<file path="src/rtl/muldiv_unit.sv">
// Iterative RV32M multiply/divide unit beside the execute-stage ALU.
// Shift-add multiply and restoring divide, one bit per cycle.
module muldiv_unit #(
    parameter int DATA_WIDTH = 32,
    parameter int CNT_WIDTH  = 6
) (
    input  logic                  clk,
    input  logic                  reset,
    input  logic                  start,
    input  logic [2:0]            funct3,
    input  logic [DATA_WIDTH-1:0] SrcA,
    input  logic [DATA_WIDTH-1:0] SrcB,
    output logic                  busy,
    output logic                  done,
    output logic [DATA_WIDTH-1:0] Result
);
    localparam int W = DATA_WIDTH;

    typedef enum logic [1:0] {IDLE, CALC, FIX, DONE} state_t;

    state_t               state;
    logic [2:0]           op;
    logic                 sign_a;
    logic                 sign_b;
    logic [W-1:0]         mag_a;
    logic [W-1:0]         mag_b;
    logic [CNT_WIDTH-1:0] cnt;
    logic [2*W-1:0]       acc;

    logic         a_signed;
    logic         b_signed;
    logic         sa_in;
    logic         sb_in;
    logic [W-1:0] mag_a_in;
    logic [W-1:0] mag_b_in;
    logic         div_zero;
    logic         div_ovf;
    logic [W-1:0] special_res;

    assign a_signed = funct3[2] ? ~funct3[0] : (funct3[1:0] != 2'b11);
    assign b_signed = funct3[2] ? ~funct3[0] : ~funct3[1];
    assign sa_in    = a_signed & SrcA[W-1];
    assign sb_in    = b_signed & SrcB[W-1];
    assign mag_a_in = sa_in ? -SrcA : SrcA;
    assign mag_b_in = sb_in ? -SrcB : SrcB;
    assign div_zero = funct3[2] && (SrcB == '0);
    assign div_ovf  = funct3[2] && !funct3[0]
                   && (SrcA == {1'b1, {(W-1){1'b0}}})
                   && (SrcB == '1);

    always_comb begin
        special_res = '0;
        if (div_zero)
            special_res = funct3[1] ? SrcA : '1;
        else if (div_ovf)
            special_res = funct3[1] ? '0 : SrcA;
    end

    // Multiply: multiplier sits in acc low half and shifts out as the sum shifts in.
    logic [W:0]     mul_sum;
    logic [2*W-1:0] mul_next;
    assign mul_sum  = {1'b0, acc[2*W-1:W]} + (acc[0] ? {1'b0, mag_a} : '0);
    assign mul_next = {mul_sum, acc[W-1:1]};

    // Divide: acc = {remainder, dividend/quotient}.
    logic [W:0]     div_shift;
    logic [W:0]     div_diff;
    logic [2*W-1:0] div_next;
    assign div_shift = {acc[2*W-1:W], acc[W-1]};
    assign div_diff  = div_shift - {1'b0, mag_b};
    assign div_next  = div_diff[W]
                     ? {div_shift[W-1:0], acc[W-2:0], 1'b0}
                     : {div_diff[W-1:0], acc[W-2:0], 1'b1};

    logic [2*W-1:0] prod_fix;
    logic [W-1:0]   quo_fix;
    logic [W-1:0]   rem_fix;
    logic [W-1:0]   fix_res;
    assign prod_fix = (sign_a ^ sign_b) ? -acc : acc;
    assign quo_fix  = (sign_a ^ sign_b) ? -acc[W-1:0] : acc[W-1:0];
    assign rem_fix  = sign_a ? -acc[2*W-1:W] : acc[2*W-1:W];

    always_comb begin
        fix_res = '0;
        unique case (op)
            3'b000:                 fix_res = prod_fix[W-1:0];
            3'b001, 3'b010, 3'b011: fix_res = prod_fix[2*W-1:W];
            3'b100, 3'b101:         fix_res = quo_fix;
            default:                fix_res = rem_fix;
        endcase
    end

    always_ff @(posedge clk) begin
        if (reset) begin
            state  <= IDLE;
            busy   <= 1'b0;
            done   <= 1'b0;
            Result <= '0;
            op     <= '0;
            sign_a <= 1'b0;
            sign_b <= 1'b0;
            mag_a  <= '0;
            mag_b  <= '0;
            cnt    <= '0;
            acc    <= '0;
        end else begin
            unique case (state)
                IDLE: begin
                    if (start) begin
                        op     <= funct3;
                        sign_a <= sa_in;
                        sign_b <= sb_in;
                        mag_a  <= mag_a_in;
                        mag_b  <= mag_b_in;
                        cnt    <= '0;
                        acc    <= funct3[2] ? {{W{1'b0}}, mag_a_in}
                                            : {{W{1'b0}}, mag_b_in};
                        if (div_zero || div_ovf) begin
                            Result <= special_res;
                            done   <= 1'b1;
                            state  <= DONE;
                        end else begin
                            busy  <= 1'b1;
                            state <= CALC;
                        end
                    end
                end
                CALC: begin
                    acc <= op[2] ? div_next : mul_next;
                    if (cnt == CNT_WIDTH'(W - 1))
                        state <= FIX;
                    else
                        cnt <= cnt + 1'b1;
                end
                FIX: begin
                    Result <= fix_res;
                    busy   <= 1'b0;
                    done   <= 1'b1;
                    state  <= DONE;
                end
                DONE: begin
                    done  <= 1'b0;
                    state <= IDLE;
                end
                default: state <= IDLE;
            endcase
        end
    end
endmodule

</file>
<file path="config.mk">
export PLATFORM = sky130hd
export DESIGN_NAME = muldiv_unit
export DESIGN_NICKNAME = d
export VERILOG_FILES = /design/src/rtl/muldiv_unit.sv
export SDC_FILE = /design/constraint.sdc
export NUM_CORES = 1
export LEC_CHECK = 0
export ABC_AREA = 1
export BUFFER_PORTS_ARGS = -buffer_cell sky130_fd_sc_hd__buf_2
export CAP_MARGIN = 10
export CELL_PAD_IN_SITES_DETAIL_PLACEMENT = 2
export CELL_PAD_IN_SITES_GLOBAL_PLACEMENT = 2
export CORE_ASPECT_RATIO = 1.4
export CORE_UTILIZATION = 33
export DETAILED_ROUTE_END_ITERATION = 6
export GPL_TIMING_DRIVEN = 0
export PLACE_DENSITY_LB_ADDON = 0.1
export SLEW_MARGIN = 20
export SYNTH_ARGS = -nofsm -noshare
export SYNTH_HDL_FRONTEND = slang
export SYNTH_SLANG_ARGS = --single-unit
</file>
<file path="constraint.sdc">
create_clock -name clk -period 3.05 [get_ports clk]
set_input_delay 0.61 -clock clk [delete_from_list [all_inputs] [get_ports clk]]
set_output_delay 0.61 -clock clk [all_outputs]
set_load 0.005 [all_outputs]
</file>
-- Word level (Yosys, flattened, before mapping)
Index checks and enable logic that the tools add are counted.
- flip-flop bits (word level): 175
- latch bits: 0
- RAM bits: 0
- ROM bits: 0
- input bits: 70
- output and inout port bits: 34
- word-level logic and storage cells: 96
- memories kept: 0
- add/subtract/negate cells: 8
- multipliers: 0
- divide/modulo/power cells: 0
- $lt $le $gt $ge: 0
- equal/unequal tests: 17
- shift operators: 0
- muxes and demuxes: 34
- bitwise operators: 5
- reductions and logical operators: 21
- operators with widths (operator ; number):
    $mux 32 ; 12
    $mux 64 ; 4
    $neg 32->32 ; 4
    $pmux 64 s2 ; 1
    $pmux 32 s3 ; 1
    $eq 32x32->1 const B ; 2
    $neg 64->64 ; 1
    $pmux 32 s2 ; 1
    $add 32x32->33 ; 1
    $sub 33x32->33 ; 1
    $logic_not 32->1 ; 1
    $mux 6 ; 2
    $ne 2x2->1 const B ; 6
    $pmux 6 s2 ; 1
    $reduce_and 3->1 ; 4
    $pmux 2 s4 ; 1
    $add 6x1->6 const B ; 1
    $eq 3x2->1 const B ; 2
    $eq 3x3->1 const B ; 2
    $eq 6x5->1 const B ; 1
    $mux 1 ; 6
    $mux 2 ; 3
    $reduce_and 2->1 ; 3
    $eq 2x2->1 const B ; 2
    other kinds (16) ; 22

-- Depth between registers and ports, before layout
Gate-level depths: netlist (run 1).
- depth after elaboration: 9
- mapped depth: 20
- mapped depth without buffers: 18

-- Least setup slack after synthesis (run 1)
Ideal clock, no wire load.
- path kind: reg2reg
- start: register acc[0]
- end: register acc[61]
- setup time: 0.132 ns
- arrival time: 2.597 ns
- required time: 2.918 ns
- path slack: 0.321 ns
- stages on the path, launching flop included: 20
- buffers on the path: 2
- clock period less this slack: 2.729 ns
- cell sequence: dfxtp_1 -> clkbuf_1 -> clkbuf_1 -> nand2_1 -> inv_1 -> ha_1 -> inv_1 -> fa_1 -> o21ai_0 -> nand2_1 -> nand2_1 -> nand2_1 -> nand2_1 -> nand2_1 -> nand3_1 -> nand3_1 -> nand2_1 -> inv_1 -> nand2_1 -> a21oi_1
- longest elaborated chain between the ends: 4
- RTL lines (what ; RTL line ; source):
    from (decl) ; 28 ; logic [2*W-1:0] acc;
    from (signal assigned) ; 116 ; acc <= funct3[2] ? {{W{1'b0}}, mag_a_in}
    from (signal assigned) ; 129 ; acc <= op[2] ? div_next : mul_next;
    $mux 32 ; 62 ; assign mul_sum = {1'b0, acc[2*W-1:W]} + (acc[0] ? {1'b0, mag_a} : '0);
    $add 32x32->33 ; 62 ;
    $mux 64 ; 129 ;
    $pmux 64 s2 ; 107 ; unique case (state)
Every way passes these cells.
A chain may end at the register's enable or synchronous reset.

-- Worst setup path in the final report (run 1)
- start: register state[0]
- end: register Result[13]
- longest elaborated chain between the ends: 3
- elaborated cells on any way between the ends: 7
- classes of those cells: eq/ne: 3; mux: 1; reduce/logical: 3
- RTL lines (what ; RTL line ; source):
    from (decl) ; 21 ; state_t state;
    from (signal assigned) ; 95 ; state <= IDLE;
    from (signal assigned) ; 121 ; state <= DONE;
    from (signal assigned) ; 124 ; state <= CALC;
    $logic_not 2->1 / $eq 2x2->1 (equally long branches) ; 107 ;
    $ne 2x2->1 (no source line) / $reduce_bool 2->1 (equally long branches) ; n/a ;
    $reduce_and 3->1 (no source line) ; n/a ;
    to (signal assigned) ; 119 ; Result <= special_res;
    to (signal assigned) ; 136 ; Result <= fix_res;
    to (decl) ; 15 ; output logic [DATA_WIDTH-1:0] Result
Parallel ways exist; a longest one is shown, timed or not.

==> reports/results.ini, run 1 <==
[outcome]
outcome = finished, violations left
violations = negative setup slack

[drt]
wire_per_inst_um = 27.0
drtAntennaViolNets = 0
drt_wl_total_um = 118000
viasPerCell = 5.76
drc = 0
drt-initial-drc-count = 1528
dr.pass1.iters = 5
via_count = 25300

[cts]
cts_root_buffer = clkbuf_16
tritoncts = done
cts.clk_slew.worst_paths_ps = 80
numCtsBuffers = 17
clkLatencyLatePin_ps = 500
h-tree-depth = 4
cts_sinks = 175
ctsLongestPathBuffers = 2

[layout]
multi_input_area_mm2 = 0.0132
seq_area_mm2 = 0.00354
drive_above_1_share = 0.0793
final_nets = 3779
area_growth_pct = 12.5
postLayoutCoreUtil = 0.378
final_area_mm2 = 0.0214
fill_cells = 7553

[timing]
finalHoldViolCount = 0
period_minus_slack_ps = 3090
skew_ps = 18.2
tightestPinTransition_ps = 1020
maxSlewViolCount = 0
clock.fmax_mhz = 323
timing.final.crit_share = 1.01
slew_headroom = 0.319
whs_ps = 497
fin_setup_tns_ps = -74.4
fin_ws_ps = -41.4
grt_setup_unrepaired = yes
setup_viol = 2

[global_routing]
grt_max_degree = 20
antenna_found_initial = 4
grt_overflow_total = 0
grt.total_usage = 0.397
grt_pass1_wl_um = 171000
grt_pass1_vias = 26900

[worst_setup_path]
crit_type = flip-flop to flip-flop
crit_path_start_kind = flip-flop
arrival_ps = 3520
path_max_fanout = 10
end_kind = flip-flop
required_ps = 3480

[placement]
placed_area_mm2 = 0.0205
gp_congestion = 1.03
dp_hpwl_um = 100000
io_buffers = 99

[synth]
postSynthCellCount = 3507
ys_warn_count = 0
yosysSeqAreaShare = 0.184
ys_types = 50
netlist_area_mm2 = 0.0190
synthArstFlopShare = 0
synth_nets = 3653
syn_area_per_cell_um2 = 5.43
ys.flop_type = dfxtp_1
synth_edf_count = 0
ys_ff_latch = 175

[min_path]
min_path_type = primary input to flip-flop

[die]
rows = 103
dieArea_mm2 = 0.0587
die_h_um = 286
ioPinCount = 104
initial_core_util = 0.336
die_w_um = 205
fp.coreArea_mm2 = 0.0567

[flow_run]
max_cap_violations = 0

[power]
cellPowerDensity_mw_per_mm2 = 570
p_leak_nw = 10.9
irDropWorstVdd_mv = 0.411

layout by cell type, fill, tap and decap left out, types with 14 or more instances in the layout:
cell type | netlist | routed
a21oi_1 | 227 | 220
a31oi_1 | 25 | 25
buf_1 | 21 | 17
buf_2 | 11 | 111
buf_4 | 7 | 14
clkbuf_1 | 88 | 80
clkbuf_16 | 0 | 17
dfxtp_1 | 175 | 152
dfxtp_2 | 0 | 20
ha_1 | 74 | 71
inv_1 | 522 | 518
nand2_1 | 968 | 964
nand3_1 | 396 | 390
nand3b_1 | 17 | 17
nand4_1 | 38 | 38
nor2_1 | 395 | 389
nor3_1 | 48 | 48
o211ai_1 | 53 | 53
o21ai_0 | 251 | 246
o21bai_1 | 17 | 17
xor2_1 | 62 | 59
cells by family after synthesis:
logic type / Yosys count / share of synthesized area
AO/OA/AOI/OAI: 602 / 0.173
flip-flops: 175 / 0.184
adder cells (fa/ha/maj): 76 / 0.0507
buffers and inverters: 667 / 0.135
AND/OR/NAND/NOR: 1915 / 0.424
XOR/XNOR: 72 / 0.0331
stage by stage:
stage | setup WS [ps] | total power [W] | instances
floorplan | 321 | 0.00667 | 3507
global placement | -826 | 0.00914 | 4341
detailed placement | -995 | 0.00944 | 4341
CTS | 0.363 | 0.0119 | 4380
global route | -51.7 | 0.0127 | 4381
finish | -41.4 | 0.0122 | 4382
final cells by class:
cell class | instances | share of cell area
multi-input cells | 2665 | 0.614
clock buffers | 17 | 0.0199
well taps | 735 | 0.0429
repair buffers | 108 | 0.0265
plain buffers | 130 | 0.0277
clock inverters | 15 | 0.00888
diodes | 1 | 0.000117
flip-flops and latches | 175 | 0.165
inverters | 536 | 0.0945
flip-flops by register name, summed over array words and instances (netlist names):
signal and count:
acc 64, mag_a 32, done 1, sign_a 1, busy 1, state 2, op 3, mag_b 32
cnt 6, Result 32, sign_b 1
Yosys cell counts (all sizes together) (3+ instances only):
| cell | number | area share |
|---|---|---|
| inv | 533 | 0.11 |
| dfxtp | 175 | 0.18 |
| a21o | 5 | 0.0020 |
| a21oi | 230 | 0.061 |
| or2 | 12 | 0.0039 |
| clkbuf | 88 | 0.017 |
| nand4 | 38 | 0.012 |
| ha | 74 | 0.049 |
| o21bai | 17 | 0.0067 |
| nand2 | 980 | 0.20 |
| nor3 | 48 | 0.013 |
| clkinv | 3 | 0.00066 |
| nor2 | 404 | 0.081 |
| and2 | 5 | 0.0016 |
| o21ai | 257 | 0.068 |
| o211ai | 53 | 0.021 |
| nand3 | 400 | 0.11 |
| a31oi | 25 | 0.0082 |
| nand3b | 17 | 0.0067 |
| xor2 | 62 | 0.029 |
| o31ai | 5 | 0.0020 |
| xnor2 | 10 | 0.0046 |
| buf | 43 | 0.012 |
| nor4 | 9 | 0.0030 |
critical path, stage by stage (launching register included):
cell and delay (ps):
dfxtp_1 350, inv_1 90, ha_1 140, clkbuf_1 520, clkinvlp_4 480, clkbuf_1 520
a21oi_1 660, nor2_1 120, nor2_1 120
where the power goes:
group	total (W)	internal (W)	switching [W]
Clock	0.00238	0.00118	0.00120
Sequential	0.00300	0.00261	0.000389
Combinational	0.00684	0.00176	0.00508
Total	0.0122	0.00555	0.00666
final timing paths:
check	from	end	slack [ps]	depth (start not counted)
worst min-delay path	SrcB[31]	mag_b[31]	500	3
worst min register to register	done	done	500	1
worst max register to register	state[0]	Result[13]	-40	8
worst max-delay path	state[0]	Result[13]	-40	8
timing repair:
item / 4_1_cts / 5_1_grt
setup endpoints to repair: 57 / 60
resized for setup: 36 / 69
pin swaps: 3 / 2
hold buffers: 0 / 0
buffers inserted: 8 / 1
cloned: 0 / 0
routing by layer:
layer / wire, um / global-route usage / vias to the layer above
li1: - / - / 11500
met1: 47700 / 0.460 / 12600
met2: 55700 / 0.673 / 832
met3: 5450 / 0.0487 / 323
met4: 9320 / 0.279 / 4
met5: 27 / 0 / -
(Power assumes the default switching activity.)
==> inputs of run 2 (changes only) <==
--- a/config.mk
+++ b/config.mk
@@ -15,6 +15,7 @@
 export DETAILED_ROUTE_END_ITERATION = 6
 export GPL_TIMING_DRIVEN = 0
 export PLACE_DENSITY_LB_ADDON = 0.1
+export REMOVE_ABC_BUFFERS = 1
 export SLEW_MARGIN = 20
 export SYNTH_ARGS = -nofsm -noshare
 export SYNTH_HDL_FRONTEND = slang
==> run 2 against run 1 <==
  * The flow now finishes without violations
  * Clock skew rose by 3.2 ps
  * Die area did not move
  * Clock power barely moved
  * First-iteration DRC count fell by 19%
  * Sequential share of layout area barely moved
  * Highest routed layer unchanged
  * Hold slack got worse by 39 ps
  * Critical path depth rose by 7
  * Count of clock-buffer cells in the layout rose by 1
  * Power fell by 1.7%
  * Sequential power barely moved
  * Setup slack improved by 130 ps
  * Cell count fell by 2.2%
  * Critical path type unchanged
  * Largest cell class unchanged
==> reports/results.ini, run 2 (synthesis results as in run 1) <==
[drt]
dr.pass1.iters = 5  ; unchanged
drt-initial-drc-count = 1235  ; was 1528
viasPerCell = 5.68  ; was 5.76
wire_per_inst_um = 25.3  ; was 27.0 um
drtAntennaViolNets = 0  ; unchanged
drt_wl_total_um = 109000  ; was 118000 um
via_count = 24300  ; was 25300
drc = 0  ; unchanged

[layout]
final_common_cell = nand2_1  ; unchanged
top_register = acc  ; unchanged
fill_cells = 7517  ; was 7553
final_area_mm2 = 0.0214  ; about the same
final_nets = 3684  ; was 3779
area_growth_pct = 12.6  ; was 12.5%
largest_reg_flops = 64  ; unchanged
stdcell_count = 4286  ; was 4382
final_cell_mix = nand2_1 (964), inv_1 (513), nand3_1 (392)  ; was nand2_1 (964), inv_1 (518), nand3_1 (390)
drive_above_1_share = 0.0825  ; was 0.0793
antennaDiodeCount = 0  ; was 1

[placement]
gp_congestion = 0.974  ; was 1.03
io_buffers = 103  ; was 99
dp_hpwl_um = 87900  ; was 100000 um
dpl.cell_count = 4225  ; was 4341
placed_area_mm2 = 0.0202  ; was 0.0205 mm2

[timing]
finalHoldViolCount = 0  ; unchanged
fin_setup_tns_ps = 0  ; was -74.4 ps
setup_viol = 0  ; was 2
clock.fmax_mhz = 338  ; was 323 MHz
slew_headroom = 0.355  ; was 0.319
timing.final.crit_share = 0.970  ; was 1.01
skew_ps = 21.4  ; was 18.2 ps
period_minus_slack_ps = 2960  ; was 3090 ps
tightestPinTransition_ps = 957  ; was 1020 ps
maxSlewViolCount = 0  ; unchanged

[die]
initial_core_util = 0.336  ; unchanged
ioPinCount = 104  ; unchanged
rows = 103  ; unchanged
die_w_um = 205  ; unchanged
die_h_um = 286  ; unchanged
fp.coreArea_mm2 = 0.0567  ; unchanged
dieArea_mm2 = 0.0587  ; unchanged

[worst_setup_path]
cp_common_cell = nand2_1
critical_path.slowest_cell = dfxtp_1  ; was a21oi_1
max_stage_delay_ps = 640  ; was 660 ps
end_kind = flip-flop  ; unchanged
timing.critical_path.cells = ha_1 -> nand2_1 -> nand2_1 -> nand2_1 -> nand2_1 -> a21oi_1 -> nand2_4 -> nand2_4 -> nand3_4 -> buf_4 -> buf_4 -> nand3_1 -> nand3_1 -> nand3_1 -> a21oi_1  ; was inv_1 -> ha_1 -> clkbuf_1 -> clkinvlp_4 -> clkbuf_1 -> a21oi_1 -> nor2_1 -> nor2_1
crit_path_start_kind = flip-flop  ; unchanged
path_max_fanout = 7  ; was 10
arrival_ps = 3350  ; was 3520 ps
crit_type = flip-flop to flip-flop  ; unchanged
required_ps = 3440  ; was 3480 ps

[cts]
h-tree-depth = 4  ; unchanged
numCtsBuffers = 17  ; unchanged
cts_sinks = 175  ; unchanged
cts.clk_slew.worst_paths_ps = 90  ; was 80 ps
clkLatencyLatePin_ps = 510  ; was 500 ps
cts_root_buffer = clkbuf_16  ; unchanged
tritoncts = done  ; unchanged
ctsLongestPathBuffers = 2  ; unchanged

[power]
p_leak_nw = 10.8  ; was 10.9 nW
irDropWorstVdd_mv = 0.397  ; was 0.411 mV
cellPowerDensity_mw_per_mm2 = 560  ; was 570 mW/mm2
finalPower_w = 0.0120  ; was 0.0122 W

[global_routing]
grt_pass1_vias = 25500  ; was 26900
grt_max_degree = 100  ; was 20
grt_pass1_wl_um = 159000  ; was 171000 um
antenna_found_initial = 2  ; was 4
grt.total_usage = 0.366  ; was 0.397
grt_overflow_total = 0  ; unchanged

[flow_run]
max_cap_violations = 0  ; unchanged

[outcome]
outcome = completed  ; was finished, violations left

[min_path]
min_path_type = primary input to flip-flop  ; unchanged

run 2: changes by cell type in the layout (fill, tap and decap cells not counted), sizes merged:
| cell | before | now |
|---|---|---|
| buf | 149 | 136 |
| bufbuf | 0 | 1 |
| clkbuf | 106 | 19 |
| clkinv | 7 | 5 |
| clkinvlp | 3 | 4 |
| diode | 1 | 0 |
| inv | 540 | 541 |
| nand2 | 980 | 983 |
| nor2 | 404 | 405 |
run 2: final timing paths:
path	from	end	slack [ps]	cells past startpoint
min	funct3[0]	op[0]	460	3
max	acc[44]	acc[51]	90	15
min reg2reg	cnt[2]	cnt[2]	500	2
max reg2reg	acc[44]	acc[51]	90	15
run 2: metrics by stage:
stage / utilization / setup WS, ps / hold slack (ps)
3_5_place_dp: 0.357 / -1290 / 487
4_1_cts: 0.372 / 2.02 / 426
3_3_place_gp: 0.351 / -7360 / 463
2_1_floorplan: - / -2540 / 448
6_report: 0.378 / 91.1 / 458
5_1_grt: 0.378 / -15.1 / 468
run 2: final cells by class:
| type | count | area [um2] | share of cell area |
|---|---|---|---|
| clock buffer | 18 | 439 | 0.0205 |
| clock inverter | 14 | 159 | 0.00741 |
| inverter | 536 | 2070 | 0.0967 |
| multi-input combinational | 2669 | 13300 | 0.620 |
| sequential | 175 | 3550 | 0.165 |
| tap | 735 | 920 | 0.0429 |
| timing repair buffer | 138 | 998 | 0.0466 |
| timing repair inverter | 1 | 5.00 | 0.000233 |
run 2: timing repair:
item	4_1_cts	5_1_grt
endpoints found under the setup margin	137	55
resized for setup	52	46
hold endpoints to repair	0	0
setup buffers	8	14
pin swaps	3	5
hold buffers	0	0
cloned	4	3
run 2: critical path, delay by kind of cell, from the launching register on:
family,cells,cell delay [ps]
simple gates,10,1190
flops,1,640
fa+ha+maj,1,390
buf+inv,2,330
compound gates,2,290
run 2: power breakdown:
part | internal [W] | leakage, nW | switching [W]
Combinational | 0.00183 | 9.10 | 0.00478
Clock | 0.00119 | 0.296 | 0.00119
Sequential | 0.00261 | 1.45 | 0.000411
Total | 0.00563 | 10.8 | 0.00638
run 2: routing by layer:
layer	GRT usage	routed length, um	vias to the layer above
met3	0.0379	4380	241
li1	-	-	11400
met2	0.614	51100	658
met4	0.242	8290	2
met5	0	7	-
met1	0.439	44900	12100
==> inputs of run 3 (changes only) <==
--- a/config.mk
+++ b/config.mk
@@ -13,7 +13,7 @@
 export CORE_ASPECT_RATIO = 1.4
 export CORE_UTILIZATION = 33
 export DETAILED_ROUTE_END_ITERATION = 6
-export GPL_TIMING_DRIVEN = 0
+export GPL_TIMING_DRIVEN = 1
 export PLACE_DENSITY_LB_ADDON = 0.1
 export REMOVE_ABC_BUFFERS = 1
 export SLEW_MARGIN = 20
==> run 3 against run 2 <==
  * Non-clock buffer count grew 121
  * Critical path type unchanged
  * Final area grew 2.2%
  * Routed wire length grew 6.7%
  * Die area is the same
==> reports/results.ini, run 3 (synthesis results as in run 1) <==
[layout]
antennaDiodeCount = 0  ; unchanged
final_cell_mix = nand2_1 (964), inv_1 (518), nand3_1 (391)  ; was nand2_1 (964), inv_1 (513), nand3_1 (392)
final_nets = 3800  ; was 3684
area_growth_pct = 15.0  ; was 12.6%
drive_above_1_share = 0.104  ; was 0.0825
largest_reg_flops = 64  ; unchanged
stdcell_count = 4402  ; was 4286
final_common_cell = nand2_1  ; unchanged
top_register = acc  ; unchanged
fill_cells = 7470  ; was 7517

[power]
power.switching_w = 0.00633  ; was 0.00638 W
cellPowerDensity_mw_per_mm2 = 544  ; was 560 mW/mm2
finalPower_w = 0.0119  ; was 0.0120 W
p_comb_frac = 0.565  ; was 0.550
p_sw_frac = 0.531  ; about the same
p_int_w = 0.00559  ; was 0.00563 W
p_leak_nw = 11.3  ; was 10.8 nW
clock_power_share = 0.190  ; was 0.198
sequentialPowerShare = 0.245  ; was 0.251
irDropWorstVdd_mv = 0.430  ; was 0.397 mV

[worst_setup_path]
end_kind = flip-flop  ; unchanged
reg2reg_slack_ps = 50  ; was 90 ps
critical_path.slowest_cell = dfxtp_1  ; unchanged
max_stage_delay_ps = 440  ; was 640 ps
critical_path.top_delay_family = simple AND/OR/NAND/NOR gates  ; unchanged
ff2ff_path_depth = 14  ; was 15
arrival_ps = 3430  ; was 3350 ps
path_max_fanout = 5  ; was 7
path_depth = 14  ; was 15
critPathBufInv = 1  ; was 2
crit_type = flip-flop to flip-flop  ; unchanged
r2r-end = Result[27]  ; was acc[51]
required_ps = 3480  ; was 3440 ps
crit_path_start_kind = flip-flop  ; unchanged
cp_common_cell = nor2_1  ; was nand2_1
rr_startpoint = acc[40]  ; was acc[44]
timing.critical_path.cells = buf_4 -> nor2_1 -> nand3_1 -> nor2_1 -> nand2_1 -> nor2_1 -> nand3_1 -> nand3_1 -> nand2_1 -> nor2_1 -> nor2_1 -> nor2_1 -> nor2_1 -> nor2_1  ; was ha_1 -> nand2_1 -> nand2_1 -> nand2_1 -> nand2_1 -> a21oi_1 -> nand2_4 -> nand2_4 -> nand3_4 -> buf_4 -> buf_4 -> nand3_1 -> nand3_1 -> nand3_1 -> a21oi_1

[global_routing]
grt_pass1_vias = 26900  ; was 25500
grt_pass1_wl_um = 170000  ; was 159000 um
met2_usage = 0.672  ; was 0.614
grtUsageMet3 = 0.0610  ; was 0.0379
top_usage_layer = met2  ; unchanged
grt_max_degree = 93  ; was 100
antenna_found_initial = 1  ; was 2
met1_usage = 0.436  ; was 0.439
grt.total_usage = 0.393  ; was 0.366
grt_overflow_total = 0  ; unchanged

[timing]
slew_headroom = 0.293  ; was 0.355
period_minus_slack_ps = 3000  ; was 2960 ps
skew_ps = 13.2  ; was 21.4 ps
maxSlewViolCount = 0  ; unchanged
whs_ps = 499  ; was 458 ps
tightestPinTransition_ps = 1060  ; was 957 ps
timing.final.crit_share = 0.984  ; was 0.970
clock.fmax_mhz = 333  ; was 338 MHz
finalHoldViolCount = 0  ; unchanged
fin_ws_ps = 50.3  ; was 91.1 ps
fin_setup_tns_ps = 0  ; unchanged
setup_viol = 0  ; unchanged

[die]
dieArea_mm2 = 0.0587  ; unchanged
die_w_um = 205  ; unchanged
initial_core_util = 0.336  ; unchanged
die_h_um = 286  ; unchanged
rows = 103  ; unchanged
ioPinCount = 104  ; unchanged
fp.coreArea_mm2 = 0.0567  ; unchanged

[placement]
dp_hpwl_um = 95800  ; was 87900 um
post-place-ws_ps = -298  ; was -1290 ps
gp_congestion = 1.03  ; was 0.974
dpl.cell_count = 4368  ; was 4225
io_buffers = 103  ; unchanged

[drt]
dr.pass1.iters = 5  ; unchanged
viasPerCell = 5.68  ; about the same
drt_wl_total_um = 116000  ; was 109000 um
drtAntennaViolNets = 0  ; unchanged
wire_per_inst_um = 26.3  ; was 25.3 um
drt-initial-drc-count = 1211  ; was 1235
drc = 0  ; unchanged
via_count = 25000  ; was 24300

[cts]
numCtsBuffers = 17  ; unchanged
cts_sinks = 175  ; unchanged
postCtsHoldBufs = 0  ; unchanged
cts.clk_slew.worst_paths_ps = 70  ; was 90 ps
ctsLongestPathBuffers = 2  ; unchanged
h-tree-depth = 4  ; unchanged
clkLatencyLatePin_ps = 500  ; was 510 ps
cts_root_buffer = clkbuf_16  ; unchanged
tritoncts = done  ; unchanged

[min_path]
hold_path.startpoint = cnt[2]  ; was funct3[0]
holdPathStages = 2  ; was 3
holdPathEnd = cnt[2]  ; was op[0]
min_path_type = flip-flop to flip-flop  ; was primary input to flip-flop

[outcome]
outcome = completed  ; unchanged

[flow_run]
max_cap_violations = 0  ; unchanged

[run 3: cell type report]
cell class                 instances  area (um2)  share of cell area
clock inverter                    15         143             0.00651
inverter                         536        2020              0.0921
tap                              735         920              0.0420
clock buffer                      17         425              0.0194
sequential                       175        3510               0.160
timing repair buffer             259        1800              0.0821
multi-input combinational       2665       13100               0.598
[run 3: worst max path at each step]
stage,start,endpoint,slack [ps]
after floorplan,state[0],cnt[5],-2540
after global placement,SrcA[0],Result[15],-180
after detailed placement,SrcA[0],Result[15],-300
after CTS,acc[32],acc[63],20
after global routing,acc[32],acc[59],-10
final,acc[40],Result[27],50
[run 3: layer usage]
layer  wire [um]  up-vias
met1       45300    12400
li1            -    11600
met4       10200        2
met2       55100      704
met3        5220      325
met5          14        -
[run 3: through the flow]
step	util	cell area (um2)
2_1_floorplan	-	18500
6_report	0.386	21900
4_1_cts	0.384	21800
3_5_place_dp	0.374	21200
3_3_place_gp	0.374	21200
5_1_grt	0.386	21900
[run 3: worst register-to-register path, stage by stage (launching register included)]
cell and delay, ps:
dfxtp_1 440, buf_4 220, nor2_1 230, nand3_1 320, nor2_1 230, nand2_1 260
nor2_1 340, nand3_1 150, nand3_1 110, nand2_1 50, nor2_1 100, nor2_1 50
nor2_1 260, nor2_1 90, nor2_1 90
[run 3: timing repair]
| item | 4_1_cts | 5_1_grt |
|---|---|---|
| gates resized for setup | 2 | 35 |
| hold endpoints to repair | 0 | 0 |
| pin swaps | 0 | 1 |
| setup buffers | 0 | 2 |
| setup endpoints to repair | 2 | 40 |
[run 3: power by group through the flow]
stage,Clock (W),Sequential (W),Combinational [W]
final,0.00226,0.00293,0.00674
after global routing,0.00238,0.00295,0.00724
after CTS,0.00229,0.00292,0.00656
after detailed placement,0,0.00296,0.00650
after global placement,0,0.00294,0.00624
after floorplan,0,0.00289,0.00361
